==> config.mk <==
export PLATFORM = sky130hd
export DESIGN_NAME = tt_um_i1404_dly
export DESIGN_NICKNAME = d
export VERILOG_FILES = /design/src/rtl/i1404_dly_pkg.sv /design/src/rtl/i1404_dly_ctrl.sv /design/src/rtl/tt_um_i1404_dly.sv
export SDC_FILE = /design/constraint.sdc
export NUM_CORES = 1
export LEC_CHECK = 0
export BUFFER_PORTS_ARGS = -buffer_cell sky130_fd_sc_hd__buf_4
export CORE_MARGIN = 2
export CORE_UTILIZATION = 53
export DETAILED_ROUTE_END_ITERATION = 8
export HOLD_SLACK_MARGIN = 0.1
export PLACE_DENSITY_LB_ADDON = 0.12
export SYNTH_ARGS = -nofsm -noshare
export SYNTH_HDL_FRONTEND = slang
export SYNTH_SLANG_ARGS = --single-unit
==> constraint.sdc <==
create_clock -name clk -period 4.7 [get_ports clk]
set_input_delay 0.235 -clock clk [delete_from_list [all_inputs] [get_ports clk]]
set_output_delay 0.235 -clock clk [all_outputs]
set_load 0.005 [all_outputs]
==> src/rtl/i1404_dly_pkg.sv <==
// Shared types and helpers for the i1404 word delay line.
package i1404_dly_pkg;

  // Occupancy state, derived from the fill count
  typedef enum logic [1:0] {
    EMPTY   = 2'd0,
    FILLING = 2'd1,
    FULL    = 2'd2
  } dly_state_e;

  localparam int DLY_WIDTH_DEF = 1;
  localparam int DLY_DEPTH_DEF = 1024;

  // Limit a tap index to the last physical stage
  function automatic logic [31:0] clamp_sel(input logic [31:0] sel, input logic [31:0] depth);
    return (sel >= depth) ? (depth - 32'd1) : sel;
  endfunction

endpackage

==> src/rtl/i1404_dly_ctrl.sv <==
// Fill tracking for the delay line: fill counter, occupancy FSM,
// full flag and tap-valid qualification.
module i1404_dly_ctrl
  import i1404_dly_pkg::*;
#(
  parameter int DEPTH = DLY_DEPTH_DEF,
  parameter int SELW  = $clog2(DEPTH)
) (
  input  logic            clk,
  input  logic            rst_n,
  input  logic            en_i,
  input  logic            clear_i,
  input  logic            recirc_i,
  input  logic [SELW-1:0] tap_i,
  output logic [SELW:0]   fill_cnt_o,
  output logic            full_o,
  output logic            dout_valid_o
);

  localparam logic [SELW:0] FILL_MAX = (SELW+1)'(DEPTH);
  localparam logic [SELW:0] FILL_ONE = (SELW+1)'(1);

  dly_state_e     state_q, state_d;
  logic [SELW:0]  fill_q, fill_d;

  // State and fill registers; reset returns the line to EMPTY
  always_ff @(posedge clk or negedge rst_n) begin
    if (!rst_n) begin
      state_q <= EMPTY;
      fill_q  <= '0;
    end else begin
      state_q <= state_d;
      fill_q  <= fill_d;
    end
  end

  // Next fill count and state: clear wins, recirculation keeps the count
  always_comb begin
    fill_d = fill_q;
    if (clear_i) begin
      fill_d = '0;
    end else if (en_i && !recirc_i && (fill_q != FILL_MAX)) begin
      fill_d = fill_q + FILL_ONE;
    end
    if (fill_d == '0) begin
      state_d = EMPTY;
    end else if (fill_d == FILL_MAX) begin
      state_d = FULL;
    end else begin
      state_d = FILLING;
    end
  end

  // Outputs: a tap is valid only once enough stages hold real data
  always_comb begin
    full_o       = (state_q == FULL);
    dout_valid_o = (fill_q > {1'b0, tap_i});
  end

  assign fill_cnt_o = fill_q;

endmodule

==> src/rtl/tt_um_i1404_dly.sv <==
// Tapped WIDTH x DEPTH delay line / pattern replay engine.
// Optional per-stage even parity is enabled with `define I1404_DLY_PARITY_EN.
// Storage flops are deliberately unreset; stale contents are hidden by
// dout_valid. In the TinyTapeout wrapper: ui_in[0]=en, ui_in[1]=clear,
// ui_in[2]=recirc, uio_in[0]=din, uo_out[0]=dout, delay_sel on ui_in[7:3]
// plus spare uio bits.
module tt_um_i1404_dly
  import i1404_dly_pkg::*;
#(
  parameter  int WIDTH = DLY_WIDTH_DEF,
  parameter  int DEPTH = DLY_DEPTH_DEF,
  localparam int SELW  = $clog2(DEPTH)
) (
  input  logic             clk,
  input  logic             rst_n,
  input  logic             en,
  input  logic             clear,
  input  logic             recirc,
  input  logic [WIDTH-1:0] din,
  input  logic [SELW-1:0]  delay_sel,
  output logic [WIDTH-1:0] dout,
  output logic             dout_valid,
  output logic [SELW:0]    fill_cnt,
  output logic             full
`ifdef I1404_DLY_PARITY_EN
  ,
  output logic             parity_err
`endif
);

  logic [WIDTH-1:0] stage_q [DEPTH];
  logic [WIDTH-1:0] stage0_d;
  logic [SELW-1:0]  tap_sel;
  logic             shift;

  // clear suppresses the shift so the stored words stay where they are
  assign shift   = en & ~clear;
  assign tap_sel = SELW'(clamp_sel(32'(delay_sel), 32'(DEPTH)));

  // Stage 0 source: fresh input, or the oldest word when replaying
  always_comb begin
    stage0_d = recirc ? stage_q[DEPTH-1] : din;
  end

  // Shift chain, advancing only on enabled cycles
  always_ff @(posedge clk) begin
    if (shift) begin
      stage_q[0] <= stage0_d;
      for (int i = 1; i < DEPTH; i++) begin
        stage_q[i] <= stage_q[i-1];
      end
    end
  end

`ifdef I1404_DLY_PARITY_EN
  logic par_q [DEPTH];
  logic par0_d;

  // Parity source: computed at entry, carried unchanged when recirculating
  always_comb begin
    par0_d = recirc ? par_q[DEPTH-1] : ^din;
  end

  // Parity chain shifts in lock-step with the data chain
  always_ff @(posedge clk) begin
    if (shift) begin
      par_q[0] <= par0_d;
      for (int i = 1; i < DEPTH; i++) begin
        par_q[i] <= par_q[i-1];
      end
    end
  end

  assign parity_err = dout_valid & ((^stage_q[tap_sel]) != par_q[tap_sel]);
`endif

  i1404_dly_ctrl #(
    .DEPTH (DEPTH),
    .SELW  (SELW)
  ) u_ctrl (
    .clk          (clk),
    .rst_n        (rst_n),
    .en_i         (en),
    .clear_i      (clear),
    .recirc_i     (recirc),
    .tap_i        (tap_sel),
    .fill_cnt_o   (fill_cnt),
    .full_o       (full),
    .dout_valid_o (dout_valid)
  );

  // Tap mux, masked to zero whenever the selected stage is not yet valid
  always_comb begin
    dout = dout_valid ? stage_q[tap_sel] : '0;
  end

endmodule

# Word-level counts from Yosys, hierarchy flattened
# Memories as Yosys holds them, arrays and structs flattened.
# Cells that the tools add are included.
[word_totals]
reg_bits = 13
mem_bits_rw = 1024
inputBits = 16
out_inout_bits = 14
word_cells = 22
n_memories = 1
[mem_list]
columns = ["memory", "depth", "width", "rd", "rd_ports_with_merged_regs", "wr", "line_no", "text"]
rows = [
  ["stage_q", 1024, 1, 1025, 0, 1024, "tt_um_i1404_dly.sv:31", "logic [WIDTH-1:0] stage_q [DEPTH];"],
]
[classes]
n_addsub = 1
n_lt_le_gt_ge = 1
eq_ne = 3
n_mux = 8
bitwise = 2
n_reduce_logical = 4
[ops]
columns = ["operator", "n"]
rows = [
  ["$mux 11", 2],
  ["$add 11x1->11 const B", 1],
  ["$eq 11x11->1 const B", 1],
  ["$gt 11x10->1", 1],
  ["$logic_not 11->1", 1],
  ["$ne 11x11->1 const B", 1],
  ["$mux 1", 4],
  ["$mux 2", 2],
  ["$eq 2x2->1 const B", 1],
  ["$logic_and 1x1->1", 2],
  ["$and 1x1->1", 1],
  ["$logic_not 1->1", 1],
  ["$not 1->1", 1],
]

# Depth between registers and ports, before layout
# Gate-level depths: netlist (run 1).
[depth]
word_depth = 8
depth_mapped = 15
ltp_nobuf = 11

# Modules after synthesis
# Synthesis (run 1) repeated with hierarchy kept, for this count alone.
[hier_totals]
cells_unflattened = 2064
area_unflattened_um2 = 40991.8
[modules_own_cells]
columns = ["mod", "n_inst", "cells_per_inst", "area_each_um2", "seq_area_each_um2"]
rows = [
  ["tt_um_i1404_dly", 1, 1932, 39829.4, 30749.5],
  ["i1404_dly_ctrl", 1, 132, 1162.4, 325.3],
]

# Worst setup path after synthesis (run 1)
# No wires, ideal clock.
[synth_path]
path_kind = "input to register"
from = "input port clear"
to = "memory stage_q[0] (netlist name) (enable)"
setup_time_ns = 2.540
arrival_time_ns = 44.899
required_ns = 2.160
path_slack_ns = -42.739
cell_stages = 2
n_path_buf = 1
cell_sequence = "clkbuf_1 nor2b_1"
[synth_lines]
columns = ["element", "line_no", "text"]
rows = [
  ["start, declared", "tt_um_i1404_dly.sv:17", "input logic clear,"],
  ["end, declared", "tt_um_i1404_dly.sv:31", ""],
]

# Worst setup path in the final report (run 1)
[layout_path]
from = "input port delay_sel[0]"
to = "output port dout"
[layout_between]
elab_chain_cells = 2
elab_cells_between_ends = 3
cone_classes = "order compare (1); mux (1); memory (1)"
[layout_lines]
columns = ["element", "line_no", "text"]
rows = [
  ["start, declared", "tt_um_i1404_dly.sv:20", "input logic [SELW-1:0] delay_sel,"],
  ["$mem_v2 1024x1 or $gt 11x10->1 (tied branches)", "--", ""],
  ["$mux 1 *", "tt_um_i1404_dly.sv:94", "dout = dout_valid ? stage_q[tap_sel] : '0;"],
  ["end, declared", "tt_um_i1404_dly.sv:21", "output logic [WIDTH-1:0] dout,"],
]
# Every way passes the cells marked *; elsewhere a longest branch is shown, timed or not.

==> flow_summary.yaml, run 1 <==
timing:
  hold_viol_final: 0
  skew_ps: 17.65
  rsz0062_at_grt: "no"
  whs_ps: 144.8
  period_needed_ps: 3893
  max_slew_margin_pct: 13.19
  finalSetupTns_ps: 0
  worst_pin_slew_ps: 1299
  maxSlewViolCount: 0
  setup_viol: 0
  fmax_ghz: 0.2569
  timing.final.crit_share_pct: 82.83
synthesis:
  yosysWarnings: 0
  yosys_register_bits: 1037
  async_reset_ff_share_pct: 1.254
  synth.distinct_cells: 63
  synth_nets: 1974
  synthCells: 1946
  synth-edff-count: 1024
  syn_area_per_cell_um2: 20.88
  synth_seq_area_share_pct: 76.49
  synth_area_um2: 40630
  ys.flop_type: "edfxtp_1"
worst_setup_path:
  cpPeakStageDelay_ps: 600
  reg2reg_depth: 10
  crit_type: "in -> out"
  critical_path_arrival_ps: 3660
  cp.required_ps: 4470
  worstPathCellList: "buf_8, buf_12, mux4_2, a211oi_1, nand3_1, a21oi_1, nor4_1, nand4_1, o31ai_2, buf_4"
  endpoint_kind: "output pin"
  endpoint: "dout"
  reg2reg_to: "u_ctrl.state_q[1]$_DFF_PN0_"
  crit_slowest_cell: "mux4_2"
  crit-reg2reg-launch: "u_ctrl.fill_cnt_o[0]$_DFF_PN0_"
  cp_max_fo: 69
  r2r_slack_ps: 1820
  startpoint: "delay_sel[0]"
  start_kind: "primary input"
grt:
  grt.overflow.total: 0
  antenna_found_initial: 2
  grt_max_degree: 107
  grt_pass1_wl_um: 128500
  grt_pass1_vias: 20070
  track_usage_pct: 21.89
detailed_routing:
  drcViolationCount: 0
  num_vias: 19870
  antenna_left: 0
  via_per_inst: 6.293
  wl_per_cell_um: 27.08
  drt_wl_total_um: 85520
  drt_pass1_iterations: 5
  dr.first_iter.drc_count: 2194
cells_and_area:
  syn2layout_area_growth_pct: 12.00
  seq_area_um2: 31070
  antenna_cells: 0
  fin_area_um2: 45500
  multi_input_area_um2: 8763
  final_common_cell: "edfxtp_1"
  drive_above_1_share_pct: 19.36
  mostFrequentLayoutCells: "edfxtp_1 (1024), mux4_2 (153), mux2i_1 (144)"
  final_nets: 2072
  nFillCells: 5387
hold_path:
  hold_depth: 5
  hp-class: "in -> reg"
clock_network:
  cts_tree: "built"
  post_cts_buffers: 0
  clkLatencyLatePin_ps: 660
  root_buffer: "clkbuf_16"
  cts_resized: 0
  path_clk_slew_ps: 60
  cts_sinks: 1037
  cts_buffer_depth: 3
  h-tree-depth: 3
  ctsHoldBuffers: 5
  numCtsBuffers: 105
pwr:
  ir_drop_mv: 0.3868
  powerDensity_nw_per_um2: 438.4
  p_leak_uw: 0.01509
place:
  globalplace.congestion: 0.7939
  dp_hpwl_um: 50740
  io_buffers: 29
  place_area_um2: 42120
floorplanning:
  core_um2: 75950
  initial_core_util_pct: 53.49
  io_pins: 30
  dieArea_um2: 78890
  die_width_um: 280.9
  die_h_um: 280.9
  row_count: 101
outcome:
  outcome: "finished clean"
run:
  cap_viol_max_count: 0
## cell usage after synthesis, types with 7 or more instances
| cell type | number | area [µm²] |
|---|---|---|
| edfxtp_1 | 1024 | 30750 |
| mux4_2 | 153 | 3446 |
| mux2i_1 | 144 | 1441 |
| a22oi_1 | 46 | 345.3 |
| a21oi_1 | 41 | 205.2 |
| clkbuf_1 | 41 | 153.9 |
| nand2_1 | 39 | 146.4 |
| nor2_1 | 37 | 138.9 |
| buf_2 | 32 | 160.2 |
| mux4_1 | 32 | 840.8 |
| o221ai_1 | 32 | 280.3 |
| nand3_1 | 25 | 125.1 |
| nor3_1 | 20 | 100.1 |
| o21ai_0 | 20 | 100.1 |
| nand4_1 | 16 | 100.1 |
| o22ai_1 | 16 | 100.1 |
| inv_1 | 15 | 56.30 |
| a211oi_1 | 14 | 105.1 |
| buf_8 | 14 | 210.2 |
| dfrtp_1 | 13 | 325.3 |
| ha_1 | 12 | 150.1 |
| nor2b_1 | 12 | 75.07 |
| nor4_1 | 11 | 68.82 |
| mux2_2 | 10 | 112.6 |
| a221oi_1 | 8 | 70.07 |
| buf_6 | 8 | 90.09 |
| nand2b_1 | 8 | 50.05 |
| buf_4 | 7 | 52.55 |
## per-layer routing
metal	vias up	global-route usage [%]	share of wire, %
met5	-	0	0.032
met4	4	6.966	2.9
met3	156	4.813	7.0
met2	738	32.02	45
met1	10540	33.14	45
li1	8437	-	-
## registers in the layout, indices dropped and copies added (netlist names)
| name | count |
|---|---|
| stage_q | 1024 |
| u_ctrl.fill_cnt_o | 11 |
| u_ctrl.state_q | 2 |
## worst min-delay path by stage
stage | start | to | slack (ps)
2_1_floorplan | rst_n | u_ctrl.fill_cnt_o[0]$_DFF_PN0_ | -60
3_3_place_gp | rst_n | u_ctrl.fill_cnt_o[8]$_DFF_PN0_ | 80
3_5_place_dp | rst_n | u_ctrl.fill_cnt_o[6]$_DFF_PN0_ | 90
4_1_cts | en | u_ctrl.fill_cnt_o[2]$_DFF_PN0_ | 120
5_1_grt | en | u_ctrl.fill_cnt_o[0]$_DFF_PN0_ | 170
6_report | en | u_ctrl.fill_cnt_o[2]$_DFF_PN0_ | 140
## cells by family (layout without fill, tap and decap cells)
family                   Yosys count  after routing  share of synthesized area [%]
adder cells (fa/ha/maj)           12             12                         0.3696
buffers and inverters            125            307                          2.014
XOR/XNOR                           8              8                         0.1725
flip-flops                      1037           1037                          76.49
multiplexers                     339            339                          14.38
AND/OR/NAND/NOR                  185            185                          2.270
AO/OA/AOI/OAI                    240            240                          4.309
## worst max-delay path: cells and delay by family
kind / cells / cell delay, ps
compound gates: 3 / 920
buf+inv: 3 / 1090
mux: 1 / 600
simple gates: 3 / 530
## per-stage QoR
| stage | total power, µW | utilization (%) | std cells | setup WS [ps] |
|---|---|---|---|---|
| floorplan | 11760 | - | 1946 | -11240 |
| global placement | 11930 | 55.45 | 2962 | 767.2 |
| detailed placement | 11960 | 55.45 | 2962 | 758.7 |
| CTS | 20120 | 59.91 | 3158 | 757.4 |
| global route | 20570 | 59.91 | 3158 | 529.9 |
| finish | 19950 | 59.91 | 3158 | 807.1 |
## where the power goes
group / internal [µW] / total, µW / leakage, µW / switching, µW
logic: 416 / 1050 / 0.00366 / 629
registers: 10500 / 10700 / 0.00979 / 181
clock network: 4750 / 8180 / 0.00164 / 3430
total: 15700 / 20000 / 0.0151 / 4240
## layout make-up
cell class	instances	area share (%)
timing repair buffer	100	2.150
sequential	1037	68.29
clock inverter	62	1.177
multi-input combinational	784	19.26
inverter	16	0.1320
tap	1030	2.832
clock buffer	129	6.159
No activity file was read; power rests on OpenSTA's default activity.
==> run 2: changes to the inputs <==
ABC_AREA = 1   (was default)
clock period = 3.29 ns   (was 4.7 ns; I/O delays follow)
==> flow_summary.yaml, run 2 <==
outcome:
  outcome: "finished clean"
cells_and_area:
  fin_cells: 4621
  final_common_cell: "nand2_1"
  largest_register: "stage_q"
  drive_above_1_share_pct: 8.429
  nFillCells: 6168
  mostFrequentLayoutCells: "nand2_1 (1074), edfxtp_1 (1024), nand3_1 (1019)"
  largest_reg_flops: 1024
  final_nets: 3512
  antenna_cells: 0
  syn2layout_area_growth_pct: 12.25
floorplanning:
  dieArea_um2: 81740
  row_count: 103
  io_pins: 30
  core_um2: 78870
  initial_core_util_pct: 53.40
  die_width_um: 285.9
  die_h_um: 285.9
synthesis:
  yosys-top-cells-count: "nand2_1 (1074), edfxtp_1 (1024), nand3_1 (1019)"
  yosysTopAreaCell: "edfxtp_1"
  syn_area_per_cell_um2: 12.20
  synth-edff-count: 1024
  synth_nets: 3480
  synthSimpleGateAreaFrac_pct: 22.13
  synth-compound-area-share_pct: 0.2287
  yosys_register_bits: 1037
  async_reset_ff_share_pct: 1.254
  yosysWarnings: 0
  synthMostInstantiatedCell: "nand2_1"
  ys.flop_type: "edfxtp_1"
  synth_area_um2: 42120
  synth_mux_area_share_pct: 0
  yosys-top-cells-area: "edfxtp_1 (73%), nand3_1 (12%), nand2_1 (9.6%), buf_2 (1.5%), buf_6 (0.78%)"
  yosys.area_share.xor_xnor_pct: 0.02079
  synthCells: 3452
  synth.distinct_cells: 29
  synthAdderAreaFrac_pct: 0.3565
  synth_top_family_by_area: "simple AND/OR/NAND/NOR gates"
  synth_seq_area_share_pct: 73.78
  synth_top_area_share_pct: 73.01
place:
  dp.cells: 4418
  io_buffers: 29
  globalplace.congestion: 0.8327
  dp_hpwl_um: 52940
timing:
  worst_pin_slew_ps: 1074
  rsz0062_at_grt: "no"
  period_needed_ps: 3148
  finalSetupTns_ps: 0
  maxSlewViolCount: 0
  max_slew_margin_pct: 28.26
  hold_viol_final: 0
  skew_ps: 40.31
  fmax_ghz: 0.3177
  timing.final.crit_share_pct: 95.68
  setup_viol: 0
  whs_ps: 143.4
pwr:
  ir_drop_mv: 0.4394
  p_sw_uw: 6588
  p_comb_share_pct: 6.3
  seq_power_share_pct: 53.1
  swShare_pct: 22.82
  p_leak_uw: 0.01717
  p_int_uw: 22280
  power_frac_clock_pct: 40.6
  powerDensity_nw_per_um2: 610.5
worst_setup_path:
  critical_path_arrival_ps: 2980
  startpoint: "u_ctrl.fill_cnt_o[2]$_DFF_PN0_"
  cp_max_fo: 5
  cp.required_ps: 3130
  endpoint_kind: "output pin"
  reg2reg_depth: 11
  crit_type: "reg -> out"
  r2r_slack_ps: 620
  start_kind: "flip-flop"
  crit-reg2reg-launch: "u_ctrl.fill_cnt_o[1]$_DFF_PN0_"
clock_network:
  cts_tree: "built"
  cts_buffer_depth: 3
  h-tree-depth: 3
  cts_sinks: 1037
  root_buffer: "clkbuf_16"
  path_clk_slew_ps: 60
  clkLatencyLatePin_ps: 670
  post_cts_buffers: 0
  numCtsBuffers: 107
  cts_resized: 0
  ctsHoldBuffers: 7
hold_path:
  hp-class: "in -> reg"
  hold_depth: 4
  worst_hold_startpoint: "en"
detailed_routing:
  drt_pass1_iterations: 5
  antenna_left: 0
  drt_wl_total_um: 96550
  wl_per_cell_um: 20.89
  num_vias: 27350
  dr.first_iter.drc_count: 2904
  via_per_inst: 5.918
  drcViolationCount: 0
grt:
  grt_max_degree: 85
  grt_pass1_vias: 26530
  track_usage_pct: 23.36
  grt_pass1_wl_um: 150500
  grt.overflow.total: 0
  antenna_found_initial: 1
run:
  cap_viol_max_count: 0
[run 2: layer usage]
layer	routed length (µm)	up-vias	part of all wire (%)	GRT usage (%)
li1	-	12420	-	-
met1	43080	13680	45	34.61
met2	43580	1088	45	35.47
met3	7199	163	7.5	3.764
met4	2682	2	2.8	8.050
met5	11	-	0.011	0
[run 2: logic make-up (layout without fill, tap and decap cells)]
group,count (synthesis),after routing
compound gates,18,18
xor+xnor,1,1
flops,1037,1037
simple gates,2127,2127
buf+inv,257,376
fa+ha+maj,12,12
[run 2: layout make-up]
type	count	area (µm²)	share of cell area [%]
clock inverter	67	580.6	1.228
multi-input combinational	2158	9582	20.27
inverter	34	167.7	0.3546
timing repair buffer	146	1779	3.763
tap	1050	1314	2.779
clock buffer	129	2781	5.883
sequential	1037	31070	65.73
[run 2: critical path: stages, from the launching register on]
cell	delay, ps
dfrtp_1	450
ha_1	330
nand2_1	70
o21ai_0	140
nand3_1	90
nand2_1	60
nand3_1	50
a21boi_0	140
or4_1	120
nand2_1	190
a21oi_1	480
buf_4	210
[run 2: path summary, 6_finish.rpt]
| kind | to |
|---|---|
| setup / recovery | dout |
| hold / removal | u_ctrl.fill_cnt_o[3]$_DFF_PN0_ |
| setup reg to reg | u_ctrl.state_q[1]$_DFF_PN0_ |
| hold reg to reg | stage_q[348]$_DFFE_PP_ |
| max in group asynchronous | u_ctrl.state_q[0]$_DFF_PN0_ |
| min in group asynchronous | u_ctrl.fill_cnt_o[8]$_DFF_PN0_ |
[run 2: metrics by stage]
step | util (%) | total power [µW] | area, µm² | setup WS [ps]
global placement | 55.59 | 17350 | 43850 | 351.2
finish | 59.95 | 28870 | 47280 | 142.2
global route | 59.95 | 29860 | 47280 | 36.05
detailed placement | 55.59 | 17400 | 43850 | 386.7
floorplan | - | 16990 | 42140 | -12420
CTS | 59.95 | 29090 | 47280 | 149.3
[run 2: power groups by stage]
stage                     Clock (µW)  Sequential (µW)  Combinational (µW)
after floorplan                    0            15800                1220
after global placement             0            15600                1790
after detailed placement           0            15600                1830
after CTS                      11900            15300                1840
after global routing           12500            15400                2020
final                          11700            15300                1830
